File: src/rtl/rv_pkg.sv
// Shared RV32I encoder types: operation classes, opcodes, loader FSM states.
// Used by instr_pack and instr_encoder.
package rv_pkg;

  typedef enum logic [2:0] {
    C_IALU   = 3'd0,
    C_LOAD   = 3'd1,
    C_STORE  = 3'd2,
    C_BRANCH = 3'd3,
    C_JAL    = 3'd4,
    C_JALR   = 3'd5,
    C_REG    = 3'd6,
    C_RSVD   = 3'd7
  } opclass_t;

  localparam logic [6:0] OP_IMM    = 7'h13;
  localparam logic [6:0] OP_LOAD   = 7'h03;
  localparam logic [6:0] OP_STORE  = 7'h23;
  localparam logic [6:0] OP_BRANCH = 7'h63;
  localparam logic [6:0] OP_JAL    = 7'h6F;
  localparam logic [6:0] OP_JALR   = 7'h67;
  localparam logic [6:0] OP_REG    = 7'h33;

  localparam logic [31:0] ENC_NOP = 32'h0000_0013;

  typedef enum logic [1:0] {
    S_IDLE = 2'd0,
    S_LOAD = 2'd1,
    S_DONE = 2'd2
  } enc_state_t;

endpackage

File: src/rtl/instr_pack.sv
// Combinational field-to-word packing for RV32I instruction classes.
// Optional immediate range check when ENC_RANGE_CHECK_EN is defined.
module instr_pack
  import rv_pkg::*;
(
  input  opclass_t    i_class,
  input  logic [2:0]  i_funct3,
  input  logic        i_funct7,
  input  logic [4:0]  i_rd,
  input  logic [4:0]  i_rs1,
  input  logic [4:0]  i_rs2,
  input  logic [31:0] i_imm,
  output logic [31:0] o_word,
  output logic        o_err
);

  logic w_shift;
  logic w_range_ok;

  // shift-immediate ops carry shamt plus funct7 bit 30
  assign w_shift = (i_funct3 == 3'd1) || (i_funct3 == 3'd5);

`ifdef ENC_RANGE_CHECK_EN
  logic w_fit12;
  logic w_fit13;
  logic w_fit21;
  logic w_shamt_ok;

  assign w_fit12 = (i_imm[31:11] == '0) || (i_imm[31:11] == '1);
  assign w_fit13 = (i_imm[31:12] == '0) || (i_imm[31:12] == '1);
  assign w_fit21 = (i_imm[31:20] == '0) || (i_imm[31:20] == '1);
  assign w_shamt_ok = (i_imm[31:5] == '0);

  // per-class immediate legality
  always_comb begin
    w_range_ok = 1'b1;
    unique case (i_class)
      C_IALU:   w_range_ok = w_shift ? w_shamt_ok : w_fit12;
      C_LOAD:   w_range_ok = w_fit12;
      C_STORE:  w_range_ok = w_fit12;
      C_BRANCH: w_range_ok = w_fit13 && !i_imm[0];
      C_JAL:    w_range_ok = w_fit21 && !i_imm[0];
      C_JALR:   w_range_ok = w_fit12;
      C_REG:    w_range_ok = 1'b1;
      C_RSVD:   w_range_ok = 1'b1;
    endcase
  end
`else
  logic w_unused_imm;
  assign w_unused_imm = ^i_imm[31:21];
  assign w_range_ok = 1'b1;
`endif

  // pack fields into the class's instruction format
  always_comb begin
    o_word = ENC_NOP;
    o_err  = 1'b0;
    unique case (i_class)
      C_IALU: begin
        if (w_shift)
          o_word = {1'b0, i_funct7, 5'b0, i_imm[4:0],
                    i_rs1, i_funct3, i_rd, OP_IMM};
        else
          o_word = {i_imm[11:0], i_rs1, i_funct3, i_rd, OP_IMM};
      end
      C_LOAD:
        o_word = {i_imm[11:0], i_rs1, i_funct3, i_rd, OP_LOAD};
      C_STORE:
        o_word = {i_imm[11:5], i_rs2, i_rs1, i_funct3,
                  i_imm[4:0], OP_STORE};
      C_BRANCH:
        o_word = {i_imm[12], i_imm[10:5], i_rs2, i_rs1, i_funct3,
                  i_imm[4:1], i_imm[11], OP_BRANCH};
      C_JAL:
        o_word = {i_imm[20], i_imm[10:1], i_imm[11], i_imm[19:12],
                  i_rd, OP_JAL};
      C_JALR:
        o_word = {i_imm[11:0], i_rs1, i_funct3, i_rd, OP_JALR};
      C_REG:
        o_word = {1'b0, i_funct7, 5'b0, i_rs2, i_rs1, i_funct3,
                  i_rd, OP_REG};
      C_RSVD: begin
        o_word = ENC_NOP;
        o_err  = 1'b1;
      end
    endcase
    if (!w_range_ok) begin
      o_word = ENC_NOP;
      o_err  = 1'b1;
    end
  end

endmodule

File: src/rtl/instr_encoder.sv
// Streaming RV32I encoder / program loader writing sequential words.
// Optional ENC_RANGE_CHECK_EN enables immediate range checking in instr_pack.
module instr_encoder
  import rv_pkg::*;
#(
  parameter int DEPTH = 256,
  parameter int AW    = $clog2(DEPTH)
) (
  input  logic          clk,
  input  logic          rst,
  input  logic          start,
  input  logic [AW-1:0] base,
  input  logic          in_valid,
  output logic          in_ready,
  input  logic          in_last,
  input  logic [2:0]    in_class,
  input  logic [2:0]    in_funct3,
  input  logic          in_funct7,
  input  logic [4:0]    in_rd,
  input  logic [4:0]    in_rs1,
  input  logic [4:0]    in_rs2,
  input  logic [31:0]   in_imm,
  output logic          mem_we,
  output logic [AW-1:0] mem_addr,
  output logic [31:0]   mem_wdata,
  output logic [AW:0]   count,
  output logic          done,
  output logic          error
);

  localparam logic [AW:0] LP_DEPTH = (AW+1)'(DEPTH);
  localparam logic [AW:0] LP_LASTC = (AW+1)'(DEPTH - 1);

  enc_state_t    r_state;
  enc_state_t    w_next;
  logic [AW-1:0] r_addr;
  logic [AW:0]   r_count;
  logic          r_we;
  logic [AW-1:0] r_waddr;
  logic [31:0]   r_wdata;
  logic          r_done;
  logic          r_error;

  logic          w_ready;
  logic          w_fire;
  logic          w_full;
  logic          w_start_ok;
  logic          w_end;
  logic [31:0]   w_word;
  logic          w_err;

  instr_pack u_pack (
    .i_class  (opclass_t'(in_class)),
    .i_funct3 (in_funct3),
    .i_funct7 (in_funct7),
    .i_rd     (in_rd),
    .i_rs1    (in_rs1),
    .i_rs2    (in_rs2),
    .i_imm    (in_imm),
    .o_word   (w_word),
    .o_err    (w_err)
  );

  assign w_ready    = (r_state == S_LOAD) && (r_count < LP_DEPTH);
  assign w_fire     = in_valid && w_ready;
  assign w_full     = (r_count == LP_LASTC);
  assign w_start_ok = start && (r_state != S_LOAD);
  assign w_end      = w_fire && (in_last || w_full);

  // state register
  always_ff @(posedge clk or posedge rst) begin
    if (rst) r_state <= S_IDLE;
    else     r_state <= w_next;
  end

  // next state: start opens a load, last or capacity closes it
  always_comb begin
    w_next = r_state;
    unique case (r_state)
      S_IDLE:  if (start) w_next = S_LOAD;
      S_LOAD:  if (w_end) w_next = S_DONE;
      S_DONE:  if (start) w_next = S_LOAD;
      default: w_next = S_IDLE;
    endcase
  end

  // address/count tracking and registered write port
  always_ff @(posedge clk or posedge rst) begin
    if (rst) begin
      r_addr  <= '0;
      r_count <= '0;
      r_we    <= 1'b0;
      r_waddr <= '0;
      r_wdata <= '0;
      r_done  <= 1'b0;
      r_error <= 1'b0;
    end else begin
      r_we <= w_fire;
      if (w_start_ok) begin
        r_addr  <= base;
        r_count <= '0;
        r_done  <= 1'b0;
        r_error <= 1'b0;
      end else if (w_fire) begin
        r_waddr <= r_addr;
        r_wdata <= w_word;
        r_addr  <= r_addr + 1'b1;
        r_count <= r_count + 1'b1;
        if (w_end)
          r_done <= 1'b1;
        if (w_err || (w_full && !in_last))
          r_error <= 1'b1;
      end
    end
  end

  assign in_ready  = w_ready;
  assign mem_we    = r_we;
  assign mem_addr  = r_waddr;
  assign mem_wdata = r_wdata;
  assign count     = r_count;
  assign done      = r_done;
  assign error     = r_error;

endmodule

File: config.mk
export PLATFORM = sky130hd
export DESIGN_NAME = instr_encoder
export DESIGN_NICKNAME = d
export VERILOG_FILES = /design/src/rtl/rv_pkg.sv /design/src/rtl/instr_pack.sv /design/src/rtl/instr_encoder.sv
export SDC_FILE = /design/constraint.sdc
export NUM_CORES = 1
export LEC_CHECK = 0
export ABC_AREA = 0
export BUFFER_PORTS_ARGS = -buffer_cell sky130_fd_sc_hd__buf_2
export CAP_MARGIN = 20
export CORE_MARGIN = 2
export CORE_UTILIZATION = 48
export CTS_CLUSTER_SIZE = 30
export DETAILED_ROUTE_END_ITERATION = 10
export PLACE_DENSITY = 0.8
export SLEW_MARGIN = 30
export SYNTH_ARGS = -nofsm -noshare
export SYNTH_HDL_FRONTEND = slang
export SYNTH_SLANG_ARGS = --single-unit
File: constraint.sdc
create_clock -name clk -period 2.97 [get_ports clk]
set_clock_uncertainty 0.15 [all_clocks]
set_input_delay 0.7425 -clock clk [delete_from_list [all_inputs] [get_ports clk]]
set_output_delay 0.7425 -clock clk [all_outputs]
set_load 0.02 [all_outputs]
# Yosys cells after proc, flatten, opt, wreduce, memory -nomap -nowiden
# Index checks and enable logic that the tools add are counted.
# Widths: inputs -> output; s select.
[totals]
output_inout_bits = 53
memories = 0
in_bits = 67
latch_bits = 0
rom_bits = 0
word_cells = 62
reg_bits = 62
mem_bits_rw = 0
[classes]
bitwise = 1
order_cmp = 1
muxes = 16
n_mul = 0
eq_ne = 15
n_addsub = 2
reduce_logical = 19
n_div = 0
n_shift = 0
[op_table]
columns = ["op", "n"]
rows = [
  ["$pmux 32 s8", 1],
  ["$mux 32", 1],
  ["$mux 9", 2],
  ["$mux 8", 2],
  ["$eq 3x3->1 const B", 5],
  ["$add 9x1->9 const B", 1],
  ["$eq 9x8->1 const B", 1],
  ["$lt 9x9->1 const B", 1],
  ["$add 8x1->8 const B", 1],
  ["$reduce_and 2->1", 4],
  ["$mux 1", 7],
  ["$eq 3x1->1 const B", 2],
  ["$eq 3x2->1 const B", 2],
  ["$reduce_bool 2->1", 3],
  ["$logic_and 1x1->1", 5],
  ["$mux 2", 2],
  ["$ne 2x1->1 const B", 2],
  ["$pmux 2 s2", 1],
  ["$logic_not 3->1", 1],
  ["$logic_or 1x1->1", 3],
  ["$eq 2x1->1 const B", 1],
  ["$eq 2x2->1 const B", 1],
  ["$logic_not 2->1", 1],
  ["$ne 2x2->1 const B", 1],
  ["other kinds (3)", 3],
]

# Depth between registers and ports, before layout
[depth]
word_depth = 7
mapped_depth = 7
ltp_nobuf = 7

# By module
# From an unflattened synthesis, not the netlist that was laid out.
[hier_totals]
hier_cells = 367
hier_area_um2 = 3145.5
[by_module_without_submodules]
columns = ["mod", "area_per_inst_um2", "cells_per_inst", "instances"]
rows = [
  ["instr_encoder", 2593.7, 288, 1],
  ["instr_pack", 551.8, 79, 1],
]

# Worst setup path before layout
# OpenSTA, ideal clock, no wires.
[synth_path]
path_type = "input to register"
from = "input in_valid"
to = "register r_addr[3]"
setup_time_ns = 0.126
path_slack_ns = 1.147
cell_stages = 6
path_buffers = 2
t_arrival_ns = 1.547
cell_sequence = "nand4bb_1 > buf_6 > inv_4 > buf_6 > a21o_1 > a221o_1"
[synth_via]
elab_chain_len = 2
[synth_rtl]
columns = ["item", "line", "rtl"]
rows = [
  ["from (decl)", "instr_encoder.sv:13", "input logic in_valid,"],
  ["$logic_and 1x1->1", "instr_encoder.sv:65", "assign w_fire = in_valid && w_ready;"],
  ["$reduce_bool 2->1 (no source line)", "-", ""],
  ["to (signal assigned)", "instr_encoder.sv:100", "r_addr <= base;"],
  ["to (signal assigned)", "instr_encoder.sv:107", "r_addr <= r_addr + 1'b1;"],
  ["to (decl)", "instr_encoder.sv:36", "logic [AW-1:0] r_addr;"],
]
# Every way passes these cells.
# A chain may end at the register's enable or synchronous reset.

# Final worst setup path
[layout_path]
from = "register r_state[1]"
to = "output in_ready"
[layout_via]
elab_chain_len = 2
[layout_rtl]
columns = ["item", "line", "rtl"]
rows = [
  ["from (decl)", "instr_encoder.sv:34", "enc_state_t r_state;"],
  ["from (signal assigned)", "instr_encoder.sv:73", "else r_state <= w_next;"],
  ["$eq 2x1->1", "instr_encoder.sv:64", "assign w_ready = (r_state == S_LOAD) && (r_count < LP_DEPTH);"],
  ["$logic_and 1x1->1", "instr_encoder.sv:64", ""],
  ["to (decl)", "instr_encoder.sv:14", "output logic in_ready,"],
]
# Every way passes these cells.

==> impl_results.md <==
- Status: finished, final reports clean
- Max VDD drop: 244 uV
- Period utilization: 71.7%
- Cell Int Power: 1.27 mW
- Worst Setup End Kind: output pin
- IO Port Bufs: 108
- Area Overhead vs Synth: 25.8%
- Crit path DAT: 1.24 ns
- Routed via count: 2,652
- Count of nets after finishing: 490
- Count of non-filler cells in the finished layout: 500
- Pre-CTS setup slack: 0.778 ns
- # Post-CTS Setup Buffers: 0
- Clock share of power: 42.5%
- Crit-path max cell delay: 0.39 ns
- Post-Synthesis Cells: 316
- Critical path class: reg -> out
- Reg2Reg Setup Slack: 1.10 ns
- Mapped Area: 2930 sq um
- WL final: 7100 um
- Clk sinks: 61
- Drt first pass iters: 4
- Fillers: 507
- Chip width: 82.2 um
- Root Driver: clkbuf_8
- Clk_lat worst skew: 0.32 ns
- WHS: 0.316 ns
- Largest net degree at the start of global routing: 55
- Post-DP Area: 3490 sq um
- FF-to-FF End: r_addr[7]$_DFFE_PP0P_
- P per Cell Area: 443 nW/um^2
- Post_cts resized: 0
- Largest buffer count on any clock path: 2
- Ant diodes: 0
- Antenna viol nets, final: 0
- Antenna violations before repair: 0
- Final setup margin: 0.839 ns
- Core area: 5920 sq um
- Syn Nets: 386
- TNS Setup: 0 ns
- DPL Wire Length: 5060 um
- CTS tree: built
- Initial core utilization: 49.6%
- Max stage delay cell, worst path: dfrtp_1
- Max-Cap Viols: 0
- Max FO, Critical Path: 6
- Unique cell type count in the Yosys netlist: 45
- Register bit count reported by yosys: 61
- Leak Pwr: 2.01 nW
- Layout Utilization: 62.3%
- Global-route wire length before repair: 11,300 um
- Slew @ Worst Pin: 0.659 ns
- Sw Ratio: 22.5%
- Worst hold path type: in -> async
- Synth Flop Type: dfrtp_1
- Design area: 3690 sq um
- Fmax: 469 MHz
- Die Y: 82.2 um
- RSZ-0062 raised after global routing: no
- Comb pwr share: 6.7%
- Most frequent cells in the layout: 108 x buf_2, 61 x dfrtp_1, 59 x nand2_1
- Reg2reg path depth: 4
- Most common cell after layout, fill and taps aside: buf_2
- Layout cells sized above 1: 31.5%
- Psw: 0.368 mW
- GP Congestion: 0.882
- GRT overflow: 0
- Inst Count DP: 484
- Gr usage total: 22.1%
- Syn Area/Cell: 9.29 sq um
- Site Rows: 28
- CP cell instances: nand2b_1 > nor2_1 > buf_2
- Final Total Pwr: 1.64 mW
- Slew HR: 55.6%
- Drt drc: 0
- FF-to-FF Start: r_state[0]$_DFFE_PP0P_
- Post-synthesis sequential area ratio: 52.0%
- Routed WL per cell: 14.2 um
- Die ar.: 6750 sq um
- H-tree levels: 3
- I/O Pins: 120
- Worst Path Required: 2.08 ns
- Final setup violation count: 0
- Synth warn: 0
- Number of synthesized flops with an enable pin: 0
- Inserted Clock Buffers: 9
- Ys async rst share: 100%
- CTS clk-pin slew, worst paths: 0.07 ns
- Slew Limit Fails: 0
- Fin crit period: 2.13 ns
- Vias in the first global route: 2,439
- Flop pwr share: 50.8%
- Cts hold-fix bufs: 0
- Startpoint types: flop
- Via density: 5.30
- First DRT Iteration DRCs: 125
- Final Hold Fails: 0
[routing by layer]
layer	wire length (um)	GRT usage (%)
met1	3220	29.5
met2	3400	35.3
met3	380	4.46
met4	95	9.00
met5	0	0
[sequential cells by signal, indices dropped and copies added (netlist names)]
signal / cells
mem_addr: 8
mem_we: 1
error: 1
mem_wdata: 31
count: 9
r_state: 2
r_addr: 8
done: 1
[power groups by stage]
| stage | logic (mW) | clock network (mW) | registers, mW |
|---|---|---|---|
| final | 0.109 | 0.695 | 0.831 |
| after global routing | 0.123 | 0.759 | 0.830 |
| after CTS | 0.110 | 0.716 | 0.831 |
| after detailed placement | 0.110 | 0 | 0.846 |
| after global placement | 0.107 | 0 | 0.846 |
| after floorplan | 0.0514 | 0 | 0.846 |
[final cells by class]
cell class	instances	area, sq um	area share [%]
Tap cell	75	93.8	2.54
Timing Repair Buffer	111	576	15.6
Clock buffer	13	179	4.85
Sequential cell	61	1530	41.4
Inverter	12	47.5	1.29
Clock inverter	3	17.5	0.475
Multi-Input combinational cell	225	1250	33.9
[worst max path at each step]
stage / start / to / slack, ns / depth (start not counted)
after global placement: in_valid / r_addr[5]$_DFFE_PP0P_ / 0.83 / 6
after global routing: r_state[1]$_DFFE_PP0P_ / in_ready / 0.75 / 3
after detailed placement: in_class[1] / mem_wdata[16]$_DFFE_PP0P_ / 0.78 / 5
final: r_state[1]$_DFFE_PP0P_ / in_ready / 0.84 / 3
after floorplan: rst / count[0]$_DFFE_PP0P_ / 0.56 / 1
after CTS: r_state[1]$_DFFE_PP0P_ / in_ready / 0.83 / 3
[cells in the mapped netlist (all sizes together), types with 2 or more instances]
master	instances	area share, %
and2	3	0.64
o21a	2	0.51
mux2	2	0.77
o21ai	26	4.4
mux2i	2	0.68
a31oi	2	0.43
a221o	3	1.0
inv	12	1.6
a32o	2	0.68
buf	15	3.5
clkbuf	3	0.43
nand4	4	0.85
dfrtp	61	52
a22o	2	0.60
xor2	4	1.2
ha	3	1.3
o22ai	3	0.64
a21oi	4	0.81
xnor2	2	0.60
nand2	59	7.5
o211ai	3	0.77
nor2	43	5.5
a221oi	13	3.9
nor2b	2	0.43
nand3	12	2.0
a22oi	6	1.5
and4	2	0.60
nor3	4	0.68
nand2b	5	1.1
a21o	3	0.77
[worst max-delay path, delay by kind of cell (launching register included)]
kind	cells	cell delay [ns]
simple gates	2	0.37
buf+inv	1	0.17
flops	1	0.39
[logic make-up (layout without fill, tap and decap cells)]
group | after synthesis | count (layout) | synth area share [%]
AO/OA/AOI/OAI | 72 | 72 | 17.0
XOR/XNOR | 6 | 6 | 1.79
adder cells (fa/ha/maj) | 3 | 3 | 1.28
buffers and inverters | 30 | 139 | 5.50
flip-flops | 61 | 61 | 52.0
multiplexers | 4 | 4 | 1.45
AND/OR/NAND/NOR | 140 | 140 | 20.9
No activity file was read; power rests on OpenSTA's default activity.
